## src/rtl/ecc_pkg.sv

```systemverilog
// Shared definitions for the ecc host port and its helpers: frame geometry,
// controller states and the operation codes understood by the ecc core.
package ecc_pkg;

    localparam int ECC_BYTES = 5;
    localparam int FRAME_LEN = 11;

    // Highest operand/result byte index; idx counters are 3 bits wide.
    localparam logic [2:0] IDX_LAST = 3'(ECC_BYTES - 1);

    typedef enum logic [2:0] {
        ST_IDLE   = 3'd0,
        ST_LOAD_A = 3'd1,
        ST_LOAD_B = 3'd2,
        ST_WAIT   = 3'd3,
        ST_UNLOAD = 3'd4
    } ecc_state_e;

    // Operation codes shared with the core's output selector.
    localparam logic [2:0] INST_ADD = 3'd0;
    localparam logic [2:0] INST_MUL = 3'd1;
    localparam logic [2:0] INST_SQR = 3'd2;
    localparam logic [2:0] INST_INV = 3'd3;

endpackage

```

## src/rtl/ecc_latency_timer.sv

```systemverilog
// Loadable wait counter for multicycle GF blocks. A load restarts the count at
// zero; when the count reaches limit-1 a one-cycle tick is registered and the
// timer goes idle until the next load.
module ecc_latency_timer #(
    parameter int unsigned W = 8
) (
    input  logic         clk,
    input  logic         reset,
    input  logic         load,
    input  logic [W-1:0] limit,
    output logic         tick
);

    logic [W-1:0] cnt_q, cnt_d;
    logic         active_q, active_d;
    logic         tick_q, tick_d;

    // Next-state for the counter, run flag and terminal pulse.
    always_comb begin
        cnt_d    = cnt_q;
        active_d = active_q;
        tick_d   = 1'b0;
        if (load) begin
            cnt_d    = '0;
            active_d = 1'b1;
        end else if (active_q) begin
            if (cnt_q == limit - W'(1)) begin
                active_d = 1'b0;
                tick_d   = 1'b1;
            end else begin
                cnt_d = cnt_q + W'(1);
            end
        end
    end

    // Timer state registers.
    always_ff @(posedge clk or posedge reset) begin
        if (reset) begin
            cnt_q    <= '0;
            active_q <= 1'b0;
            tick_q   <= 1'b0;
        end else begin
            cnt_q    <= cnt_d;
            active_q <= active_d;
            tick_q   <= tick_d;
        end
    end

    assign tick = tick_q;

endmodule

```

## src/rtl/ecc_host_port.sv

```systemverilog
// Byte-serial host initiator for the ecc arithmetic core. Collects an 11-byte
// command frame (cmd, A0..A4, B0..B4), presents the operands to the core, waits
// the core latency, snapshots the result and streams the 5 result bytes back.
module ecc_host_port
    import ecc_pkg::*;
#(
    parameter int unsigned LATENCY = 16
) (
    input  logic       clk,
    input  logic       reset,
    input  logic [7:0] in_data,
    input  logic       in_valid,
    output logic       in_ready,
    output logic [7:0] out_data,
    output logic       out_valid,
    input  logic       out_ready,
    output logic       busy,
    output logic       done,
    output logic [2:0] inst,
    output logic [7:0] a0, a1, a2, a3, a4,
    output logic [7:0] b0, b1, b2, b3, b4,
    input  logic [7:0] c0, c1, c2, c3, c4
);

    ecc_state_e state_q, state_d;
    logic [2:0] idx_q, idx_d;
    logic [2:0] inst_q, inst_d;
    logic [7:0] a_q [ECC_BYTES];
    logic [7:0] a_d [ECC_BYTES];
    logic [7:0] b_q [ECC_BYTES];
    logic [7:0] b_d [ECC_BYTES];
    logic [7:0] res_q [ECC_BYTES];
    logic [7:0] res_d [ECC_BYTES];
    logic       in_ready_q, in_ready_d;
    logic       out_valid_q, out_valid_d;
    logic       busy_q, busy_d;
    logic       done_q, done_d;

    logic in_acc, out_acc, timer_load, timer_tick;

    assign in_acc  = in_valid && in_ready_q;
    assign out_acc = out_valid_q && out_ready;

    // The wait is measured from the B4 accept; the tick is registered, so the
    // capture lands one cycle after the count reaches LATENCY-1.
    ecc_latency_timer #(.W(8)) u_timer (
        .clk   (clk),
        .reset (reset),
        .load  (timer_load),
        .limit (8'(LATENCY)),
        .tick  (timer_tick)
    );

    // Frame controller: next state, byte index and register updates.
    always_comb begin
        // NOTE: every variable assigned here gets a default first, so no path
        // leaves one unassigned and no latch is inferred.
        state_d    = state_q;
        idx_d      = idx_q;
        inst_d     = inst_q;
        a_d        = a_q;
        b_d        = b_q;
        res_d      = res_q;
        done_d     = 1'b0;
        timer_load = 1'b0;
        case (state_q)
            ST_IDLE: begin
                if (in_acc) begin
                    inst_d  = in_data[2:0];
                    idx_d   = '0;
                    state_d = ST_LOAD_A;
                end
            end
            ST_LOAD_A: begin
                if (in_acc) begin
                    a_d[idx_q] = in_data;
                    if (idx_q == IDX_LAST) begin
                        idx_d   = '0;
                        state_d = ST_LOAD_B;
                    end else begin
                        idx_d = idx_q + 3'd1;
                    end
                end
            end
            ST_LOAD_B: begin
                if (in_acc) begin
                    b_d[idx_q] = in_data;
                    if (idx_q == IDX_LAST) begin
                        idx_d      = '0;
                        timer_load = 1'b1;
                        state_d    = ST_WAIT;
                    end else begin
                        idx_d = idx_q + 3'd1;
                    end
                end
            end
            ST_WAIT: begin
                if (timer_tick) begin
                    res_d   = '{c0, c1, c2, c3, c4};
                    idx_d   = '0;
                    state_d = ST_UNLOAD;
                end
            end
            ST_UNLOAD: begin
                if (out_acc) begin
                    if (idx_q == IDX_LAST) begin
                        idx_d   = '0;
                        done_d  = 1'b1;
                        state_d = ST_IDLE;
                    end else begin
                        idx_d = idx_q + 3'd1;
                    end
                end
            end
            default: state_d = ST_IDLE;
        endcase
        // Handshake flags are registered images of the next state, which keeps
        // in_ready low while reset is held and raises it on the first edge after.
        in_ready_d  = state_d inside {ST_IDLE, ST_LOAD_A, ST_LOAD_B};
        out_valid_d = (state_d == ST_UNLOAD);
        busy_d      = (state_d != ST_IDLE);
    end

    // Controller and data registers.
    always_ff @(posedge clk or posedge reset) begin
        if (reset) begin
            state_q     <= ST_IDLE;
            idx_q       <= '0;
            inst_q      <= '0;
            // NOTE: the operand and result arrays are reset as well, because an
            // aborted frame must leave nothing stale on the core-facing outputs.
            a_q         <= '{default: '0};
            b_q         <= '{default: '0};
            res_q       <= '{default: '0};
            in_ready_q  <= 1'b0;
            out_valid_q <= 1'b0;
            busy_q      <= 1'b0;
            done_q      <= 1'b0;
        end else begin
            // NOTE: non-blocking assignments here so every flop samples the
            // values from before this edge, independent of statement order.
            state_q     <= state_d;
            idx_q       <= idx_d;
            inst_q      <= inst_d;
            a_q         <= a_d;
            b_q         <= b_d;
            res_q       <= res_d;
            in_ready_q  <= in_ready_d;
            out_valid_q <= out_valid_d;
            busy_q      <= busy_d;
            done_q      <= done_d;
        end
    end

    assign in_ready  = in_ready_q;
    assign out_valid = out_valid_q;
    assign out_data  = res_q[idx_q];
    assign busy      = busy_q;
    assign done      = done_q;
    assign inst      = inst_q;
    assign a0 = a_q[0];
    assign a1 = a_q[1];
    assign a2 = a_q[2];
    assign a3 = a_q[3];
    assign a4 = a_q[4];
    assign b0 = b_q[0];
    assign b1 = b_q[1];
    assign b2 = b_q[2];
    assign b3 = b_q[3];
    assign b4 = b_q[4];

endmodule

```

## config.mk

```make
export PLATFORM = sky130hd
export DESIGN_NAME = ecc_host_port
export DESIGN_NICKNAME = d
export VERILOG_FILES = /design/src/rtl/ecc_pkg.sv /design/src/rtl/ecc_latency_timer.sv /design/src/rtl/ecc_host_port.sv
export SDC_FILE = /design/constraint.sdc
export NUM_CORES = 1
export LEC_CHECK = 0
export BUFFER_PORTS_ARGS = -buffer_cell sky130_fd_sc_hd__buf_4
export CORE_MARGIN = 2
export CORE_UTILIZATION = 48
export DETAILED_ROUTE_END_ITERATION = 6
export PLACE_DENSITY_LB_ADDON = 0.05
export SLEW_MARGIN = 20
export SYNTH_ARGS = -nofsm -noshare
export SYNTH_HDL_FRONTEND = slang
export SYNTH_SLANG_ARGS = --single-unit
```

## constraint.sdc

```tcl
create_clock -name clk -period 4.9 [get_ports clk]
set_input_delay 0.98 -clock clk [delete_from_list [all_inputs] [get_ports clk]]
set_output_delay 0.98 -clock clk [all_outputs]
set_load 0.05 [all_outputs]
```

# Yosys cells after proc, flatten, opt, wreduce, memory -nomap -nowiden
# Cells that the tools add are included.
dict set report totals {
  input_bits 52
  reg_bits 143
}
dict set report op_classes {
  n_addsub 2
  magnitude_cmp 2
  eq_ne 14
  reduce_logical 16
  bitwise 1
  mux 36
}
# operator n
set op_table {}
lappend op_table {{bitwise mux 40 bit} 2}
lappend op_table {{two-way mux 8 bit} 6}
lappend op_table {{two-way mux 3 bit} 13}
lappend op_table {{binary-select mux 8 bit (select 3 bit)} 1}
lappend op_table {{demux 8 bit (select 3 bit)} 1}
lappend op_table {{one-hot mux 3 bit (5 select lines)} 1}
lappend op_table {{one-hot mux 3 bit (4 select lines)} 1}
lappend op_table {{two-way mux 1 bit} 11}
lappend op_table {{AND reduction 2 bit} 5}
lappend op_table {{== test 3 x 2 -> 1 bit (second input constant)} 3}
lappend op_table {{== test 3 bit (second input constant)} 3}
lappend op_table {{adder 8 x 1 -> 8 bit (second input constant)} 1}
lappend op_table {{== test 8 x 4 -> 1 bit (second input constant)} 1}
lappend op_table {{== test 3 x 1 -> 1 bit (second input constant)} 2}
lappend op_table {{logical NOT 3 bit} 2}
lappend op_table {{inequality test 2 bit (second input constant)} 3}
lappend op_table {{nonzero test 3 bit} 2}
lappend op_table {{AND reduction 5 bit} 1}
lappend op_table {{greater-or-equal comparator 4 bit (second input constant)} 1}
lappend op_table {{less-than comparator 4 x 1 -> 1 bit (second input constant)} 1}
lappend op_table {{inequality test 2 x 1 -> 1 bit (second input constant)} 2}
lappend op_table {{NOT 3 -> 4 bit} 1}
lappend op_table {{nonzero test 4 bit} 1}
lappend op_table {{adder 3 x 1 -> 3 bit (second input constant)} 1}
lappend op_table {{3 further kinds} 5}

# Longest topological paths before layout
# Gate-level depths: netlist of the first run.
dict set report depth {
  ltp_word 6
  mapped_depth 6
  ltp_nobuf 6
}

# Hierarchy
# A second synthesis of the first run with hierarchy kept.
dict set report unflattened {
  cells_unflattened 480
  hier_area_um2 6386.1
}
# mod instances seq_area_each_um2 area_per_inst_um2 cells_each
set by_module_without_submodules {}
lappend by_module_without_submodules {ecc_host_port 1 3328.2 5540.3 390}
lappend by_module_without_submodules {ecc_latency_timer 1 250.2 845.8 90}

# Worst setup path after synthesis of the first run
# OpenSTA, ideal clock, no wires.
dict set report synth_timing {
  kind {flip-flop to output port}
  startpoint {register idx_q[1]}
  endpoint {output out_data[3]}
  setup_slack_ns 1.955
  arrival_ns 1.965
  stages_incl_launch_ff 5
  n_path_buf 1
  path_cell_list {dfrtp_1 clkbuf_1 and3_1 a31oi_1 o21ai_0}
}
dict set report synth_via {
  elab_chain_len 4
}
# item line
set synth_rtl {}
lappend synth_rtl {{start: declaration} ecc_host_port.sv:26} ;# logic [2:0] idx_q, idx_d;
lappend synth_rtl {{start signal: assignment} ecc_host_port.sv:143} ;# idx_q <= idx_d;
lappend synth_rtl {{NOT 3 -> 4 bit (not written as such)} ecc_host_port.sv:157} ;# assign out_data = res_q[idx_q];
lappend synth_rtl {{binary-select mux 8 bit (select 3 bit)} ecc_host_port.sv:157}
lappend synth_rtl {{two-way mux 8 bit (not written as such) (2 in a row)} ecc_host_port.sv:157}
lappend synth_rtl {{end: declaration} ecc_host_port.sv:14} ;# output logic [7:0] out_data,
# Every way passes these cells. The select of a mux whose other input is x is not followed.

# Final worst setup path of the first run
dict set report layout_timing {
  startpoint {register idx_q[1]}
  endpoint {output out_data[6]}
}
# The elaborated chain is that of the path after synthesis.

==> results of run 1 <==
[power by group through the flow]
stage	combinational, µW	sequential (µW)	clock [µW]
final	2670	2000	1280
after global routing	2820	2070	1360
after CTS	2690	2000	1300
after detailed placement	2680	2020	0
after global placement	2640	2000	0
after floorplan	1070	2820	0
[Yosys cell counts (all sizes together), types with 4 or more instances]
| cell | number |
|---|---|
| inv | 5 |
| clkbuf | 5 |
| nand3 | 10 |
| a21oi | 8 |
| and3 | 4 |
| mux2i | 16 |
| o21ai | 6 |
| o22ai | 7 |
| nand2 | 13 |
| nor2 | 20 |
| mux2 | 124 |
| buf | 18 |
| a31oi | 9 |
| nor3 | 6 |
| dfrtp | 143 |
[worst max path at each step]
| stage | start | to | slack, ns | depth (start not counted) |
|---|---|---|---|---|
| 2_1_floorplan | reset | a0[0]$_DFFE_PP0P_ | 0.08 | 1 |
| 3_3_place_gp | idx_q[1]$_DFFE_PP0P_ | out_data[6] | 2.05 | 5 |
| 3_5_place_dp | idx_q[1]$_DFFE_PP0P_ | out_data[6] | 2.03 | 5 |
| 4_1_cts | idx_q[1]$_DFFE_PP0P_ | out_data[6] | 1.56 | 5 |
| 5_1_grt | idx_q[1]$_DFFE_PP0P_ | out_data[6] | 1.41 | 5 |
| 6_report | idx_q[1]$_DFFE_PP0P_ | out_data[6] | 1.59 | 5 |
[area by class of cell]
class / count / area (µm²) / area share, %
clock inverters: 6 / 110 / 1.41
repair buffers: 148 / 1110 / 14.2
well taps: 168 / 210 / 2.70
multi-input cells: 256 / 2290 / 29.4
clock buffers: 22 / 474 / 6.08
flip-flops and latches: 143 / 3580 / 45.9
inverters: 5 / 23.8 / 0.305
[cell usage in the layout, fill, tap and decap left out, types with 3 or more instances in the layout]
cell and count:
nand3_1 7, nor3_1 6, or3_1 3, a21oi_1 8, a31oi_1 9, o22ai_1 7
nand2_1 7, nand3_2 3, o21ai_0 5, clkbuf_8 3, and3_1 4, mux2i_1 16
ha_1 3, clkbuf_16 17, xor2_1 3, mux2_2 124, bufinv_16 3, nand2_2 6
inv_1 4, nand3b_1 3, buf_4 148, dfrtp_1 143, nor2_1 20
[kinds of logic (layout without fill, tap and decap cells)]
family / count (synthesis) / after routing / synth area share, %
mux: 140 / 140 / 26.0
buf+inv: 28 / 181 / 2.13
simple gates: 73 / 73 / 7.26
flops: 143 / 143 / 59.7
compound gates: 35 / 35 / 3.61
xor+xnor: 5 / 5 / 0.731
fa+ha+maj: 3 / 3 / 0.626
[routing by layer]
| metal | part of all wire (%) | global-route usage, % |
|---|---|---|
| met4 | 1.4 | 6.51 |
| met5 | 0 | 0 |
| met2 | 51 | 35.0 |
| met1 | 43 | 25.9 |
| met3 | 4.9 | 5.81 |
[stage by stage]
| step | utilization, % | instances |
|---|---|---|
| 2_1_floorplan | - | 427 |
| 3_5_place_dp | 59.6 | 720 |
| 4_1_cts | 64.4 | 748 |
| 5_1_grt | 64.4 | 748 |
| 6_report | 64.4 | 748 |
| 3_3_place_gp | 59.6 | 720 |
==> impl_metrics.json, run 1 <==
{
  "status": "finished, final reports clean",
  "final.setup_skew_ns": 0.00386,
  "cts_buffer_depth": 2,
  "report.final.hold_viol_count": 0,
  "io_buffers": 146,
  "syn_to_final_growth_pct": 30.1,
  "drive_above_1_share_pct": 53.8,
  "final_area_um2": 7800,
  "num_vias": 3989,
  "worstPathRequired_ns": 3.92,
  "holdPathEnd": "res_q[1]$_DFFE_PP0P_",
  "post_cts_buffers": 0,
  "maxCapViolCount": 0,
  "ys.flop_type": "dfrtp_1",
  "cp_cell_sequence": "mux2i_1 -> nor2_1 -> a31oi_1 -> o22ai_1 -> buf_4",
  "r2r_start": "idx_q[1]$_DFFE_PP0P_",
  "cts_root_buf": "clkbuf_16",
  "intPower_uw": 3440,
  "netlist.area_leader.share_pct": 59.7,
  "reg2reg_to": "busy$_DFF_PP0_",
  "track_usage_pct": 20.7,
  "overflow": 0,
  "top_register": "res_q",
  "synth-edff-count": 0,
  "cts_resized": 0,
  "syn_area_um2": 6000,
  "async_flop_share_pct": 100,
  "h-tree-depth": 4,
  "die_w_um": 116,
  "ys_seq_area_share_pct": 59.7,
  "whs_path_depth": 1,
  "peakVddDrop_uv": 356,
  "cp_num_buf_inv": 1,
  "cts_num_sinks": 143,
  "grt_pass1_vias": 4056,
  "die_area_um2": 13400,
  "num_antenna_cells": 0,
  "avgViaCountPerCell": 5.33,
  "clkPwrFrac_pct": 21.5,
  "path_clk_slew_ns": 0.06,
  "setup_violations": 0,
  "grt_first_pass_wirelength_um": 20900,
  "yosysTopAreaCell": "dfrtp_1",
  "min_from": "res_q[1]$_DFFE_PP0P_",
  "fmax_mhz": 302,
  "hold_buffers": 0,
  "power_frac_comb_pct": 44.8,
  "crit_family": "flip-flops",
  "cp-end-kind": "output pin",
  "post_drt_wl_per_cell_um": 17.5,
  "largest_reg_flops": 40,
  "rrSetupSlack_ns": 2.32,
  "die_y_um": 116,
  "fillers": 976,
  "antenna_found_initial": 0,
  "start_util_pct": 49.5,
  "drtPass1Iterations": 4,
  "post-place-ws_ns": 2.03,
  "grt_max_degree": 115,
  "ys_warn_count": 0,
  "yosys-top-cells-area": "dfrtp_1, mux2_2, mux2i_1, nor2_1, a31oi_1",
  "ioPinCount": 147,
  "drt_first_iter_violations": 230,
  "final_nets": 626,
  "cts_tree": "yes",
  "wirelength_um": 13100,
  "slew_violations": 0,
  "syn_nets": 482,
  "cpMaxStageDelayCell": "dfrtp_1",
  "fp-row-count": 40,
  "worstMarginPinSlew_ns": 1.09,
  "core_um2": 12100,
  "min_path_type": "reg -> reg",
  "critPathLaunchType": "flop",
  "place_area_um2": 7210,
  "p_leak_uw": 0.00374,
  "p_per_area_nw_per_um2": 763,
  "rsz0062_at_grt": "false",
  "drc": 0,
  "fin_ws_ns": 1.59,
  "numCtsBuffers": 17,
  "synth_cell_types": 40,
  "place.gp.congestion": 0.745,
  "cp.arrival_ns": 2.33,
  "finalCriticalPeriod_ns": 3.31,
  "insertion_delay_ns": 0.41,
  "synth.avg_cell_area_um2": 14.0,
  "fin_crit_sh_pct": 67.5,
  "ant_nets": 0,
  "r2r_cells": 6,
  "ys_ff_latch": 143,
  "tns_ns": 0,
  "dpl.hpwl_um": 9140,
  "pwr-share-seq_pct": 33.6,
  "swShare_pct": 42.1,
  "power_uw": 5950,
  "max-slew-margin-rel_pct": 27.5,
  "synthCells": 427,
  "path_class": "reg -> out",
  "power.switching_uw": 2510,
  "critPathMaxFanout": 30,
  "max_stage_delay_ns": 1.06,
  "whs_ns": 0.503
}
(Power assumes the default switching activity.)
==> run 2, diff against run 1 <==
Settings changed: ABC_AREA set to 1.
Clock period 4.9 ns to 2.79 ns, I/O delays scaled along.
==> impl_metrics.json, run 2 <==
{
  "async_flop_share_pct": 100,
  "grt_pass1_vias": 4668,
  "drtPass1Iterations": 5,
  "rrSetupSlack_ns": 0.87,
  "hold_buffers": 0,
  "power_frac_comb_pct": 44.2,
  "cts_num_sinks": 143,
  "ys.flop_type": "dfrtp_1",
  "yosysTopAreaCell": "dfrtp_1",
  "post-route-util_pct": 64.1,
  "cp_cell_sequence": "nand2_1 -> nor2_2 -> nand2_1 -> o2111ai_1 -> buf_4",
  "avgViaCountPerCell": 4.99,
  "yosysMostFrequentCell": "nand2_1",
  "numCtsBuffers": 17,
  "layout_commonest_cell": "nand2_1",
  "p_leak_uw": 0.00385,
  "tns_ns": 0,
  "seq_area_um2": 3580,
  "synth_compound_area_share_pct": 10.9,
  "dpl.hpwl_um": 9740,
  "power_uw": 9770,
  "max_stage_delay_ns": 0.60,
  "ys_seq_area_share_pct": 60.3,
  "overflow": 0,
  "path_class": "reg -> out",
  "netlist.area_leader.share_pct": 60.3,
  "clkPwrFrac_pct": 22.1,
  "num_antenna_cells": 0,
  "ant_nets": 0,
  "die_w_um": 115,
  "mostFrequentLayoutCells": "nand2_1, buf_4, dfrtp_1, o21ai_1, nor2_1",
  "setup_violations": 0,
  "cp-end-kind": "output pin",
  "ys_ff_latch": 143,
  "yosys-top-cells-area": "dfrtp_1, nand2_1, o21ai_1, o21ai_2, nor2_1",
  "place.gp.congestion": 0.807,
  "r2r_start": "idx_q[0]$_DFFE_PP0P_",
  "swShare_pct": 44.8,
  "drc": 0,
  "die_area_um2": 13300,
  "synth_top_family_by_area": "simple AND/OR/NAND/NOR gates",
  "path_clk_slew_ns": 0.05,
  "worstPathRequired_ns": 2.23,
  "report.final.hold_viol_count": 0,
  "critPathMaxFanout": 10,
  "synth_xor_area_share_pct": 0.148,
  "drive_above_1_share_pct": 27.1,
  "rsz0062_at_grt": "false",
  "ioPinCount": 147,
  "slew_violations": 0,
  "synth_cell_types": 26,
  "worstMarginPinSlew_ns": 0.801,
  "fmax_mhz": 384,
  "post-place-ws_ns": 0.559,
  "min_path_type": "in -> async",
  "cts_root_buf": "clkbuf_16",
  "synthCells": 658,
  "yosys.area_share.simple_pct": 23.9,
  "syn_area_um2": 5930,
  "synth-edff-count": 0,
  "place_area_um2": 7170,
  "insertion_delay_ns": 0.42,
  "r2r_cells": 7,
  "cts_tree": "yes",
  "max-slew-margin-rel_pct": 46.6,
  "final_area_um2": 7730,
  "critPathLaunchType": "flop",
  "cpMostUsedCell": "nand2_1",
  "ys_warn_count": 0,
  "syn_nets": 713,
  "post_drt_wl_per_cell_um": 14.7,
  "p_per_area_nw_per_um2": 1260,
  "drt_first_iter_violations": 352,
  "synth.avg_cell_area_um2": 9.02,
  "fin_crit_sh_pct": 93.3,
  "final_nets": 858,
  "intPower_uw": 5390,
  "fp-row-count": 40,
  "num_vias": 4905,
  "maxCapViolCount": 0,
  "multiInputGateArea_um2": 2110,
  "finalCriticalPeriod_ns": 2.60,
  "largest_reg_flops": 40,
  "track_usage_pct": 22.9,
  "grt_max_degree": 144,
  "fillers": 1020,
  "top_register": "res_q",
  "die_y_um": 115,
  "io_buffers": 146,
  "fin_ws_ns": 0.186,
  "power.switching_uw": 4380,
  "pwr-share-seq_pct": 33.7,
  "final.setup_skew_ns": 0.00489,
  "synth_commonest_cells": "nand2_1, dfrtp_1, o21ai_1, nor2_1, inv_1",
  "cts_buffer_depth": 2,
  "syn_to_final_growth_pct": 30.3,
  "cp.arrival_ns": 2.05,
  "grt_first_pass_wirelength_um": 23200,
  "core_um2": 12100,
  "status": "finished, final reports clean",
  "reg2reg_to": "u_timer.cnt_q[0]$_DFFE_PP0P_",
  "synth_adder_area_share_pct": 0.633,
  "synth.area.mux_share_pct": 0,
  "peakVddDrop_uv": 776,
  "wirelength_um": 14400,
  "antenna_found_initial": 0,
  "start_util_pct": 49.2,
  "h-tree-depth": 4,
  "cpMaxStageDelayCell": "dfrtp_1"
}
-- run 2: cell types whose count changed in the layout (fill, tap and decap cells not counted), sizes merged, moves of 7 or more --
cell / before / now
nand2: 13 / 280
mux2: 124 / 0
o21ai: 6 / 101
inv: 4 / 32
mux2i: 16 / 0
nor2: 20 / 35
a31oi: 9 / 0
o2111ai: 0 / 8
nand4: 1 / 8
o22ai: 7 / 0
-- run 2: metal layers --
metal	track usage, %	routed length, µm	up-vias	part of all wire [%]
li1	-	-	2414	-
met3	4.85	719	25	5.0
met1	29.8	6280	2316	44
met5	0	0	-	0
met4	9.72	302	0	2.1
met2	37.5	7130	150	49
-- run 2: logic make-up (layout without fill, tap and decap cells) --
group           after synthesis  after routing
compound gates              111            111
xor+xnor                      1              1
fa+ha+maj                     3              3
buf+inv                      57            214
flops                       143            143
simple gates                343            343
-- run 2: final cells by class --
| class | instances | share of cell area [%] |
|---|---|---|
| Clock buffer | 19 | 5.73 |
| Clock inverter | 12 | 1.55 |
| Inverter | 33 | 1.65 |
| Multi-Input combinational cell | 458 | 27.3 |
| Sequential cell | 143 | 46.3 |
| Tap cell | 168 | 2.72 |
| Timing Repair Buffer | 150 | 14.7 |
-- run 2: power by group through the flow --
stage	Sequential, µW	Clock [µW]	Combinational (µW)
finish	3290	2160	4320
global route	3380	2270	4630
CTS	3290	2190	4350
detailed placement	3320	0	4340
global placement	3290	0	4290
floorplan	4650	0	1660
-- run 2: worst max-delay path by stage --
| stage | to | cells after the start | slack [ns] | startpoint |
|---|---|---|---|---|
| floorplan | a0[0]$_DFFE_PP0P_ | 1 | 0.44 | reset |
| global placement | out_data[4] | 6 | 0.63 | idx_q[0]$_DFFE_PP0P_ |
| detailed placement | out_data[1] | 6 | 0.56 | idx_q[0]$_DFFE_PP0P_ |
| CTS | out_data[1] | 6 | 0.07 | idx_q[0]$_DFFE_PP0P_ |
| global route | out_data[1] | 5 | 0.05 | idx_q[2]$_DFFE_PP0P_ |
| finish | out_data[1] | 5 | 0.19 | idx_q[2]$_DFFE_PP0P_ |
-- run 2: stage by stage --
step,std cells,hold slack [ns]
after floorplan,658,0.437
after global placement,952,0.450
after detailed placement,952,0.456
after CTS,983,0.321
after global routing,983,0.339
final,983,0.317
-- run 2: repair_timing --
item / 4_1_cts / 5_1_grt
buffers inserted: 0 / 0
setup endpoints to repair: 0 / 7
gates resized for setup: 0 / 1
-- run 2: critical path: cells and delay by family, from the launching register on --
| kind | cells | cell delay (ns) |
|---|---|---|
| simple gates | 3 | 0.63 |
| flops | 1 | 0.60 |
| buf+inv | 1 | 0.24 |
| compound gates | 1 | 0.14 |
==> run 3, diff against run 2 <==
Settings changed: CORE_MARGIN 2 to 5, RECOVER_POWER set to 50.
==> impl_metrics.json, run 3 (synthesis gave the netlist of run 2 again) <==
{
  "status": "finished with violations",
  "violations": "max-capacitance violations, max-slew violations",
  "num_vias": 4922,
  "final_area_um2": 7690,
  "grt_pass1_vias": 4848,
  "rsz0062_at_grt": "false",
  "cp-end-kind": "output pin",
  "whs_ns": 0.337,
  "core_um2": 12100,
  "holdPathEnd": "res_q[10]$_DFFE_PP0P_",
  "drt_first_iter_violations": 441,
  "place_area_um2": 7160,
  "post_drt_wl_per_cell_um": 15.4,
  "path_class": "reg -> out",
  "report.final.hold_viol_count": 0,
  "track_usage_pct": 21.6,
  "drc": 0,
  "final_nets": 860,
  "num_antenna_cells": 0,
  "cts_tree": "yes",
  "max-slew-margin-rel_pct": -28.0,
  "die_y_um": 121,
  "cpMaxStageDelayCell": "dfrtp_2",
  "cp_cell_sequence": "inv_1 -> nor3_4 -> buf_12 -> nand2_1 -> o2111ai_1 -> buf_4",
  "cp.arrival_ns": 2.03,
  "mostFrequentLayoutCells": "nand2_1, dfrtp_1, buf_4, o21ai_1, clkbuf_1",
  "syn_to_final_growth_pct": 29.6,
  "rrSetupSlack_ns": 0.62,
  "fp-row-count": 40,
  "grt_first_pass_wirelength_um": 24700,
  "start_util_pct": 49.2,
  "worstMarginPinSlew_ns": 1.92,
  "critPathLaunchType": "flop",
  "h-tree-depth": 4,
  "top_register": "res_q",
  "p_per_area_nw_per_um2": 1300,
  "ioPinCount": 147,
  "die_w_um": 121,
  "wirelength_um": 15200,
  "die_area_um2": 14700,
  "io_buffers": 146,
  "min_from": "c3[2]",
  "finalCriticalPeriod_ns": 2.59,
  "whs_path_depth": 3,
  "insertion_delay_ns": 0.42,
  "r2r_cells": 7,
  "numCtsBuffers": 17,
  "critPathMaxFanout": 14,
  "max_stage_delay_ns": 0.54,
  "min_path_type": "in -> reg",
  "overflow": 0,
  "cts_num_sinks": 143,
  "grt_max_degree": 144,
  "crit_family": "buffers and inverters",
  "drive_above_1_share_pct": 22.5,
  "largest_reg_flops": 40,
  "reg2reg_to": "u_timer.cnt_q[0]$_DFFE_PP0P_",
  "setup_violations": 0,
  "fmax_mhz": 386,
  "cts_buffer_depth": 2,
  "maxCapViolCount": 1,
  "drtPass1Iterations": 5,
  "fillers": 1059,
  "layout_commonest_cell": "nand2_1",
  "ant_nets": 0,
  "cts_root_buf": "clkbuf_16",
  "dpl.hpwl_um": 10200,
  "power_uw": 10000,
  "antenna_found_initial": 0,
  "slew_violations": 144,
  "worstPathRequired_ns": 2.23,
  "r2r_start": "idx_q[0]$_DFFE_PP0P_",
  "avgViaCountPerCell": 4.99,
  "path_clk_slew_ns": 0.06,
  "cp_num_buf_inv": 3,
  "final.setup_skew_ns": 0.00432,
  "p_leak_uw": 0.00374,
  "peakVddDrop_uv": 737,
  "fin_crit_sh_pct": 92.8,
  "place.gp.congestion": 0.850,
  "tns_ns": 0
}
run 3: cell types whose count changed in the layout (fill, tap and decap cells not counted), sizes merged:
cell	before	now
clkbuf	19	60
clkinv	6	5
bufinv	2	5
clkinvlp	5	4
inv	32	33
buf	150	110
run 3: stage by stage:
| step | util [%] | cells | worst slack [ns] |
|---|---|---|---|
| after floorplan | - | 658 | 0.441 |
| after global placement | 59.4 | 951 | 0.352 |
| after detailed placement | 59.4 | 951 | 0.294 |
| after CTS | 65.1 | 986 | 0.121 |
| after global routing | 63.7 | 986 | 0.0471 |
| final | 63.7 | 986 | 0.200 |
run 3: what timing repair did:
action | CTS | global route
setup buffers | 3 | 0
resized for setup | 0 | 2
endpoints found under the setup margin | 8 | 8
pin swaps | 1 | 0
hold buffers | 0 | 0
run 3: final cells by class:
class	instances	area, µm²	area share [%]
sequential	143	3580	46.6
multi-input combinational	458	2120	27.5
timing repair buffer	152	1000	13.1
clock buffer	18	439	5.71
clock inverter	14	214	2.78
tap	168	210	2.73
inverter	33	125	1.63
run 3: power breakdown:
group / internal (µW) / total [µW] / switching [µW]
sequential: 2800 / 3310 / 509
combinational: 1110 / 4190 / 3080
clock: 1610 / 2490 / 885
total: 5530 / 10000 / 4470
run 3: how the worst max path moves through the flow:
stage,to,cells past startpoint,slack [ns],start
global route,out_data[7],6,0.05,idx_q[0]$_DFFE_PP0P_
CTS,out_data[2],5,0.12,idx_q[2]$_DFFE_PP0P_
detailed placement,out_data[7],5,0.29,idx_q[0]$_DFFE_PP0P_
finish,out_data[3],6,0.20,idx_q[0]$_DFFE_PP0P_
floorplan,a0[0]$_DFFE_PP0P_,1,0.44,reset
global placement,out_data[1],5,0.35,idx_q[0]$_DFFE_PP0P_
run 3: tightest hold or removal path: cells and delay by family:
family | cells | cell delay [ns]
buffers and inverters | 1 | 0.07
AND/OR/NAND/NOR | 2 | 0.09
run 3: layer usage:
layer,vias up,track usage [%],wire length (µm)
met5,-,0,0
met4,0,7.28,151
met3,12,5.22,933
met2,149,34.8,7340
met1,2345,28.9,6730
li1,2416,-,-
